$ cat src/rtl/compress_pipeline_pkg.sv
// rtl/compress_pipeline_pkg.sv - compress_types package: default sizes, stage records, residual width helper
package compress_types;

    localparam int DEF_NUM_PIX    = 8;
    localparam int DEF_PIX_W      = 8;
    localparam int DEF_FIFO_DEPTH = 4;
    localparam int DEF_W_W        = $clog2(DEF_PIX_W + 2);

    typedef logic [DEF_PIX_W-1:0] pixel_t;
    typedef logic signed [DEF_PIX_W:0] residual_t;

    typedef struct packed {
        logic                               valid;
        logic [DEF_NUM_PIX*DEF_PIX_W-1:0]   pixels;
    } hdr_stage_t;

    typedef struct packed {
        pixel_t                                 base;
        logic [DEF_W_W-1:0]                     width;
        logic                                   raw;
        logic [DEF_NUM_PIX*(DEF_PIX_W+1)-1:0]   residuals;
    } res_stage_t;

    // Smallest two's-complement width in 1..max_w that holds r; saturates at max_w.
    function automatic int min_res_width(input int r, input int max_w);
        int w;
        int lim;
        w = max_w;
        for (int k = 31; k >= 1; k--) begin
            lim = 1 << (k - 1);
            if ((k <= max_w) && (r >= -lim) && (r <= lim - 1)) begin
                w = k;
            end
        end
        return w;
    endfunction

endpackage

$ cat src/rtl/compress_pipeline_out_fifo.sv
// rtl/compress_pipeline_out_fifo.sv - compress_out_fifo: synchronous FIFO of residual-stage records holding last head
module compress_out_fifo
    import compress_types::*;
#(
    parameter type T     = res_stage_t,
    parameter int  DEPTH = DEF_FIFO_DEPTH,
    parameter int  CNT_W = $clog2(DEF_FIFO_DEPTH) + 1
) (
    input  logic             clk,
    input  logic             rst,
    input  logic             push,
    input  T                 push_data,
    input  logic             pop,
    output logic             full,
    output logic [CNT_W-1:0] count,
    output T                 head
);

    localparam int PTR_W = $clog2(DEPTH);

    T                 mem [DEPTH];
    T                 last_q;
    logic [PTR_W-1:0] wr_ptr;
    logic [PTR_W-1:0] rd_ptr;

    // Storage, power-of-two wrapping pointers, occupancy and the last popped entry.
    always_ff @(posedge clk or negedge rst) begin
        if (!rst) begin
            for (int i = 0; i < DEPTH; i++) begin
                mem[i] <= '0;
            end
            last_q <= '0;
            wr_ptr <= '0;
            rd_ptr <= '0;
            count  <= '0;
        end else begin
            if (push) begin
                mem[wr_ptr] <= push_data;
                wr_ptr      <= wr_ptr + 1'b1;
            end
            if (pop) begin
                last_q <= mem[rd_ptr];
                rd_ptr <= rd_ptr + 1'b1;
            end
            count <= count + CNT_W'(push) - CNT_W'(pop);
        end
    end

    // When empty, present the most recently popped entry so outputs hold.
    always_comb begin
        head = last_q;
        if (count != '0) begin
            head = mem[rd_ptr];
        end
        full = (count == CNT_W'(DEPTH));
    end

endmodule

$ cat src/rtl/compress_pipeline.sv
// rtl/compress_pipeline.sv - compress_pipeline top: header/residual stages into credit-gated FIFO; COMPRESS_STATS_EN adds pop counters
module compress_pipeline
    import compress_types::*;
#(
    parameter int NUM_PIX    = DEF_NUM_PIX,
    parameter int PIX_W      = DEF_PIX_W,
    parameter int FIFO_DEPTH = DEF_FIFO_DEPTH,
    parameter int W_W        = $clog2(PIX_W + 2)
) (
    input  logic                           clk,
    input  logic                           rst,
    input  logic                           in_valid,
    output logic                           in_ready,
    input  logic [NUM_PIX*PIX_W-1:0]       in_pixels,
    output logic                           out_valid,
    input  logic                           out_ready,
    output logic [PIX_W-1:0]               out_base,
    output logic [W_W-1:0]                 out_width,
    output logic                           out_raw,
`ifdef COMPRESS_STATS_EN
    output logic [31:0]                    stat_blocks,
    output logic [31:0]                    stat_raw,
`endif
    output logic [NUM_PIX*(PIX_W+1)-1:0]   out_residuals
);

    localparam int RES_W = PIX_W + 1;
    localparam int CNT_W = $clog2(FIFO_DEPTH) + 1;

    typedef struct packed {
        logic                       valid;
        logic [NUM_PIX*PIX_W-1:0]   pixels;
    } hdr_t;

    typedef struct packed {
        logic [PIX_W-1:0]           base;
        logic [W_W-1:0]             width;
        logic                       raw;
        logic [NUM_PIX*RES_W-1:0]   residuals;
    } res_t;

    hdr_t                       hdr;
    res_t                       r_data;
    logic                       r_valid;
    res_t                       head;
    logic                       fifo_full;
    logic [CNT_W-1:0]           fifo_count;
    logic                       accept;
    logic                       pop;

    logic [PIX_W-1:0]           calc_base;
    logic [NUM_PIX*RES_W-1:0]   calc_res;
    logic [NUM_PIX*RES_W-1:0]   calc_zext;
    logic signed [RES_W-1:0]    diff;
    int                         lane_w;
    int                         calc_w;
    logic                       calc_raw;

    // Credits count every block already committed downstream, so the FIFO can never overflow.
    always_comb begin
        in_ready = rst && !fifo_full &&
                   ((int'(fifo_count) + int'(hdr.valid) + int'(r_valid)) < FIFO_DEPTH);
        accept   = in_valid && in_ready;
        out_valid = (fifo_count != '0);
        pop      = out_valid && out_ready;
    end

    // Header stage: capture the accepted block.
    always_ff @(posedge clk or negedge rst) begin
        if (!rst) begin
            hdr <= '0;
        end else begin
            hdr.valid <= accept;
            if (accept) begin
                hdr.pixels <= in_pixels;
            end
        end
    end

    // Exact signed residuals against pixel 0 and the widest lane requirement.
    always_comb begin
        calc_base = hdr.pixels[PIX_W-1:0];
        calc_res  = '0;
        calc_zext = '0;
        diff      = '0;
        lane_w    = 1;
        calc_w    = 1;
        for (int i = 0; i < NUM_PIX; i++) begin
            diff   = $signed({1'b0, hdr.pixels[i*PIX_W +: PIX_W]}) - $signed({1'b0, calc_base});
            lane_w = min_res_width(int'(diff), RES_W);
            if (lane_w > calc_w) begin
                calc_w = lane_w;
            end
            calc_res[i*RES_W +: RES_W]  = diff;
            calc_zext[i*RES_W +: RES_W] = {1'b0, hdr.pixels[i*PIX_W +: PIX_W]};
        end
        calc_raw = (calc_w >= PIX_W);
    end

    // Residual stage: choose coded or raw representation; never stalls.
    always_ff @(posedge clk or negedge rst) begin
        if (!rst) begin
            r_valid <= 1'b0;
            r_data  <= '0;
        end else begin
            r_valid <= hdr.valid;
            if (hdr.valid) begin
                r_data.base      <= calc_base;
                r_data.raw       <= calc_raw;
                r_data.width     <= calc_raw ? W_W'(PIX_W) : W_W'(calc_w);
                r_data.residuals <= calc_raw ? calc_zext : calc_res;
            end
        end
    end

    compress_out_fifo #(
        .T     (res_t),
        .DEPTH (FIFO_DEPTH),
        .CNT_W (CNT_W)
    ) u_fifo (
        .clk       (clk),
        .rst       (rst),
        .push      (r_valid),
        .push_data (r_data),
        .pop       (pop),
        .full      (fifo_full),
        .count     (fifo_count),
        .head      (head)
    );

    // Output fields come straight from the FIFO head register.
    always_comb begin
        out_base      = head.base;
        out_width     = head.width;
        out_raw       = head.raw;
        out_residuals = head.residuals;
    end

`ifdef COMPRESS_STATS_EN
    // Saturating counts of delivered blocks and of raw blocks among them.
    always_ff @(posedge clk or negedge rst) begin
        if (!rst) begin
            stat_blocks <= '0;
            stat_raw    <= '0;
        end else if (pop) begin
            if (stat_blocks != '1) begin
                stat_blocks <= stat_blocks + 32'd1;
            end
            if (head.raw && (stat_raw != '1)) begin
                stat_raw <= stat_raw + 32'd1;
            end
        end
    end
`endif

endmodule

$ cat config.mk
export PLATFORM = sky130hd
export DESIGN_NAME = compress_pipeline
export DESIGN_NICKNAME = d
export VERILOG_FILES = /design/src/rtl/compress_pipeline_pkg.sv /design/src/rtl/compress_pipeline_out_fifo.sv /design/src/rtl/compress_pipeline.sv
export SDC_FILE = /design/constraint.sdc
export NUM_CORES = 1
export LEC_CHECK = 0
export CORE_UTILIZATION = 30
export CTS_CLUSTER_DIAMETER = 150
export DETAILED_ROUTE_END_ITERATION = 8
export SLEW_MARGIN = 0
export SYNTH_ARGS = -nofsm -noshare
export SYNTH_HDL_FRONTEND = slang
export SYNTH_SLANG_ARGS = --single-unit
$ cat constraint.sdc
create_clock -name clk -period 14.2 [get_ports clk]
set_input_delay 2.13 -clock clk [delete_from_list [all_inputs] [get_ports clk]]
set_output_delay 2.13 -clock clk [all_outputs]
set_load 0.01 [all_outputs]
==> summary.txt, run 1 <==
max_cap viols -> 0
Syn-to-layout area delta -> 15.6%
DIE AREA -> 106000 um^2
most frequent cells in the layout -> 568 x dfrtp_1, 461 x mux2_2, 254 x nand2_1
Final Setup Violations -> 0
top cell type's share of synthesized area -> 0.453
Slowest cell on crit path -> fa_1
n_diodes -> 0
setup slack, reg-to-reg -> 1.15 ns
Die Height -> 326 um
Final min period -> 13.05 ns
uppermost routed layer -> met4
WS Path Type -> flop to flop
gr ovfl total -> 0
run status -> complete, no violations
detailed placer's ending HPWL -> 60.6 mm
Hold Path Class -> flop to flop
Core ar. -> 104000 um^2
Final GP Congestion -> 0.930
Final Cycle Share -> 0.919
final clock skew -> 0.0382 ns
vias -> 22800
Yosys warnings -> 0
CTS root buffer -> clkbuf_16
average cell area after synthesis -> 11.4 um^2
Die W -> 326 um
Netlist Area Pre-Place -> 31500 um^2
final setup TNS -> 0 ns
flops & latches, synth -> 571
count of different cell masters after synthesis -> 88
CP Capture Type -> flop
first-pass GRT wire length -> 139 mm
post-synthesis net count -> 2943
Fin Hold WS -> 0.477 ns
Cell Area, Placed -> 34500 um^2
DR vias/cell -> 5.35
EDFF count, synth -> 0
FMAX -> 76.6 MHz
Clock Latency Late Sink -> 0.65 ns
crit-path max FO -> 17
TritonCTS clock tree -> done
Fillers -> 10300
vias in the first global route -> 22700
cts bufs inserted -> 58
Mapped Cells -> 2772
CP required -> 14.77 ns
post-route cell area -> 36500 um^2
final core occ -> 0.351
Met2 Wirelength -> 41.6 mm
Worst Path Arrival -> 13.62 ns
metal1 wirelength -> 41.4 mm
initial antenna violation count -> 0
most common cell after layout, fill and taps aside -> dfrtp_1
Main synth FF type -> dfrtp_1
crit-path max cell delay -> 0.48 ns
num rows -> 118
layout cells sized above 1 -> 0.255
Final Hold Viols -> 0
top cells by area, synth -> dfrtp_1 45%, mux2_2 16%, mux4_2 5.9%
GRT Overall Usage -> 0.166
I/O Pins -> 155
Met3 Routed Length -> 3.97 mm
Final nets -> 3015
Clock H-tree levels -> 2
Max Root-Sink Buffers -> 3
max-slew violation count -> 0
I/O Buffers -> 153
Synth area leader -> dfrtp_1
clk sinks -> 571
RSZ-0062 raised after global routing -> false
Slew headroom -> 0.292
Seq/Total Area, Yosys -> 0.453
Clock transition at path regs -> 0.07 ns
Post-Route WL -> 88.9 mm
DRT iter0 DRCs -> 1754
Detail Route Antenna Nets -> 0
# hold bufs at CTS -> 0
drt wl/cell -> 20.8 um
Worst setup SP type -> flop
number of detailed-route iterations in the first pass -> 7
Post-synth ARST share -> 1.00
CP top delay family -> compound AO/OA/AOI/OAI gates
Most Frequent Cell on Critical Path -> ha_1
Worst Path Buf+Inv -> 6
initial core utilization -> 0.304
Remaining DRCs -> 0
largest net degree at the start of global routing -> 168
Worst-Margin Slew -> 1.04 ns
-- through the flow --
step | setup WS, ns | instances
after global routing | 0.0293 | 4269
after CTS | 0.0188 | 4266
after global placement | 0.559 | 4159
after floorplan | 1.53 | 2772
final | 1.15 | 4269
after detailed placement | 0.0989 | 4159
-- worst register-to-register path: cells and delay by family, from the launching register on --
family / cells / cell delay (ns)
and+or+nand+nor: 18 / 2.18
muxes: 1 / 0.23
adders and majority gates: 9 / 2.69
DFF: 1 / 0.38
buffers and inverters: 6 / 0.85
AOI/OAI and AO/OA: 31 / 6.62
-- final timing paths --
kind | start | end | depth (start not counted)
worst max-delay path | calc_zext[18] | r_data[74] | 65
worst min-delay path | u_fifo.mem[338] | u_fifo.mem[338] | 2
worst max register to register | calc_zext[18] | r_data[74] | 65
worst min register to register | u_fifo.mem[338] | u_fifo.mem[338] | 2
max in group asynchronous | rst | u_fifo.mem[329] | 4
min in group asynchronous | rst | u_fifo.mem[317] | 1
-- Yosys cell counts, types with 29 or more instances --
| cell type | number |
|---|---|
| ha_1 | 95 |
| nand2_1 | 259 |
| o21ai_0 | 121 |
| clkbuf_1 | 148 |
| mux4_2 | 83 |
| dfrtp_1 | 571 |
| o221ai_1 | 29 |
| nor2_1 | 107 |
| mux2_2 | 461 |
| o2111ai_1 | 30 |
| a211oi_1 | 61 |
| nand2b_1 | 47 |
| inv_1 | 82 |
| a21oi_1 | 66 |
| nor3_1 | 63 |
-- repair_timing --
item | CTS | global route
endpoints found under the setup margin | 2 | 75
cloned | 0 | 0
pin swaps | 1 | 2
buffers inserted | 2 | 3
resized for setup | 0 | 9
-- metal layers --
layer	vias to the layer above	global-route usage
li1	10500	-
met2	559	0.267
met3	113	0.0190
met4	0	0.0406
met1	11600	0.236
met5	-	0
-- cells by family after synthesis --
logic type,count (synthesis),synth area share
flip-flops,571,0.453
multiplexers,551,0.226
adder cells (fa/ha/maj),103,0.0428
AND/OR/NAND/NOR,663,0.102
other,1,0.000119
XOR/XNOR,36,0.0100
buffers and inverters,275,0.0342
AO/OA/AOI/OAI,572,0.131
-- state kept, by name, summed over array words and instances, names as in the netlist --
| name | cells |
|---|---|
| u_fifo.last_q | 83 |
| hdr | 1 |
| r_valid | 1 |
| calc_base | 8 |
| u_fifo.count | 3 |
| r_data | 83 |
| u_fifo.wr_ptr | 2 |
| u_fifo.rd_ptr | 2 |
| u_fifo.mem | 332 |
| calc_zext | 56 |
-- cell type report --
| class | count | area [um^2] | share of cell area |
|---|---|---|---|
| tap | 1380 | 1730 | 0.0474 |
| sequential | 571 | 14300 | 0.392 |
| clock buffer | 82 | 1660 | 0.0456 |
| clock inverter | 23 | 213 | 0.00583 |
| timing repair buffer | 201 | 1930 | 0.0531 |
| inverter | 86 | 324 | 0.00889 |
| multi-input combinational | 1926 | 16300 | 0.447 |
Power of run 1 is left out: the tool's default activity adds up to more than one toggle a clock period on the data nets, which glitch-free logic cannot reach.
==> inputs of run 2 (changes only) <==
==> constraint.sdc (replaced) <==
create_clock -name clk -period 14.2 [get_ports clk]
set_input_delay 2.84 -clock clk [delete_from_list [all_inputs] [get_ports clk]]
set_output_delay 2.84 -clock clk [all_outputs]
set_load 0.01 [all_outputs]
==> results of run 2 <==
Same layout as run 1 (identical final DEF). Status: complete, no violations.
Power of run 2 is left out for the same reason.
==> inputs of run 3 (changes only) <==
SKIP_CTS_REPAIR_TIMING = 1   (was default)
==> run 3 against run 2 <==
Non-clock buffer count down 1. Count of clock-buffer cells in the layout unchanged. Final cell count stayed put. Die area unchanged. Register-to-register slack improved by 0.02 ns. Final area about the same. Maximum frequency grew 0.17%. Worst hold slack barely moved. Flip-flop and latch count unchanged. Utilization hardly changed. Largest cell class unchanged. Highest routed layer unchanged.
==> summary.txt, run 3 (same netlist as run 1, synthesis figures left out) <==
run status -> complete, no violations
vias in the first global route -> 22700 (-0.018%)
detailed placer's ending HPWL -> 60.6 mm (unchanged)
met2 Track Usage GR -> 0.266 (-0.000323)
Die W -> 326 um (unchanged)
I/O Buffers -> 153 (unchanged)
max reg flops -> 332 (unchanged)
CP Capture Type -> flop
worst r2r src -> calc_zext[18]
Worst-Margin Slew -> 1.03 ns (-0.00679 ns)
DIE AREA -> 106000 um^2 (unchanged)
M1 GR Usage -> 0.236 (about the same)
layout cells sized above 1 -> 0.255 (-0.000258)
Most flops, register -> u_fifo.mem
Hold Path End -> u_fifo.mem[254]
Slew headroom -> 0.297 (+0.00464)
crit-path max FO -> 17 (unchanged)
cts bufs inserted -> 58 (unchanged)
clk sinks -> 571 (unchanged)
gr ovfl total -> 0 (unchanged)
Final min period -> 13.03 ns (-0.0217 ns)
global route hottest layer -> met2
worst r2r path cells -> 65 (unchanged)
Hold Path Class -> flop to flop
most common cell after layout, fill and taps aside -> dfrtp_1
Final GP Congestion -> 0.930 (unchanged)
num rows -> 118 (unchanged)
setup slack, reg-to-reg -> 1.17 ns (+0.02 ns)
Fillers -> 10300 (-0.029%)
CP required -> 14.76 ns (about the same)
Clock Latency Late Sink -> 0.65 ns (about the same)
grt met3 use -> 0.0191 (+0.0000609)
Slowest cell on crit path -> fa_1
I/O Pins -> 155 (unchanged)
CTS root buffer -> clkbuf_16
number of detailed-route iterations in the first pass -> 5 (-2)
Clock transition at path regs -> 0.07 ns (about the same)
CP top delay family -> compound AO/OA/AOI/OAI gates
max_cap viols -> 0 (unchanged)
max-slew violation count -> 0 (unchanged)
Detail Route Antenna Nets -> 0 (unchanged)
Final Worst Setup Slack -> 1.17 ns (+0.0217 ns)
Die Height -> 326 um (unchanged)
Core ar. -> 104000 um^2 (unchanged)
Worst Path Arrival -> 13.59 ns (-0.03 ns)
vias -> 22900 (+0.14%)
DR vias/cell -> 5.36 (+0.14%)
GRT Overall Usage -> 0.165 (about the same)
largest net degree at the start of global routing -> 168 (unchanged)
RSZ-0062 raised after global routing -> false
WS Path Type -> flop to flop
TritonCTS clock tree -> done
crit-path max cell delay -> 0.48 ns (about the same)
Clock H-tree levels -> 2 (unchanged)
top flop regs -> u_fifo.mem (332), r_data (83), u_fifo.last_q (83)
DP Worst Slack -> 0.0989 ns (unchanged)
Multi-input gate area -> 16300 um^2 (unchanged)
DRT iter0 DRCs -> 1665 (-5.1%)
drt wl/cell -> 20.8 um (-0.13%)
Worst setup SP type -> flop
Register Area -> 14300 um^2 (unchanged)
Critical R2R Capture -> r_data[74]
Final nets -> 3014 (-0.033%)
hold depth -> 2 (unchanged)
Final Hold Viols -> 0 (unchanged)
initial core utilization -> 0.304 (unchanged)
Remaining DRCs -> 0 (unchanged)
Final Cycle Share -> 0.918 (-0.00153)
Max Root-Sink Buffers -> 3 (unchanged)
first-pass GRT wire length -> 139 mm (about the same)
Hold Startpoint -> u_fifo.mem[254]
Post-Route WL -> 88.8 mm (-0.13%)
Syn-to-layout area delta -> 15.6% (about the same)
initial antenna violation count -> 0 (unchanged)
most frequent cells in the layout -> 568 x dfrtp_1, 461 x mux2_2, 254 x nand2_1
FMAX -> 76.8 MHz (+0.17%)
Final Setup Violations -> 0 (unchanged)
Worst Path Buf+Inv -> 6 (unchanged)
Most Frequent Cell on Critical Path -> ha_1
final clock skew -> 0.0398 ns (+0.00163 ns)
run 3: cell types whose count changed in the layout (fill, tap and decap cells not counted), sizes merged:
cell / before / now
diode: 0 / 1
buf: 49 / 48
run 3: layer usage:
| layer | vias up | routed length [um] |
|---|---|---|
| li1 | 10500 | - |
| met1 | 11600 | 41100 |
| met2 | 578 | 41600 |
| met3 | 123 | 4080 |
| met4 | 0 | 2010 |
| met5 | - | 0 |
run 3: final cells by class:
cell class,count,share of cell area
clock inverters,23,0.00584
well taps,1380,0.0474
flip-flops and latches,571,0.392
repair buffers,200,0.0529
multi-input cells,1926,0.447
diodes,1,0.0000687
inverters,86,0.00889
clock buffers,82,0.0456
run 3: tightest hold or removal path, cell delays in order, from the launching register on:
cell and delay (ns):
dfrtp_1 0.34, nand2_1 0.04, o21ai_0 0.06
run 3: how the worst max path moves through the flow:
| stage | startpoint | cells after the start | endpoint | slack (ns) |
|---|---|---|---|---|
| 6_report | calc_zext[18] | 65 | r_data[74] | 1.17 |
| 3_5_place_dp | calc_zext[18] | 63 | r_data[57] | 0.1 |
| 4_1_cts | calc_zext[18] | 63 | r_data[57] | -0.009 |
| 5_1_grt | calc_zext[18] | 65 | r_data[63] | 0.03 |
| 3_3_place_gp | calc_zext[18] | 63 | r_data[57] | 0.56 |
| 2_1_floorplan | calc_base[1] | 62 | r_data[73] | 1.53 |
run 3: stage by stage:
step / utilization / hold WS [ns] / setup TNS [ns] / instance area [um^2] / instances
2_1_floorplan: - / 0.352 / 0 / 31500 / 2772
3_3_place_gp: 0.332 / 0.458 / 0 / 34500 / 4159
3_5_place_dp: 0.332 / 0.468 / 0 / 34500 / 4159
4_1_cts: 0.350 / 0.481 / -0.00944 / 36400 / 4264
5_1_grt: 0.351 / 0.495 / 0 / 36400 / 4268
6_report: 0.351 / 0.477 / 0 / 36400 / 4269
Power of run 3 is left out for the same reason.
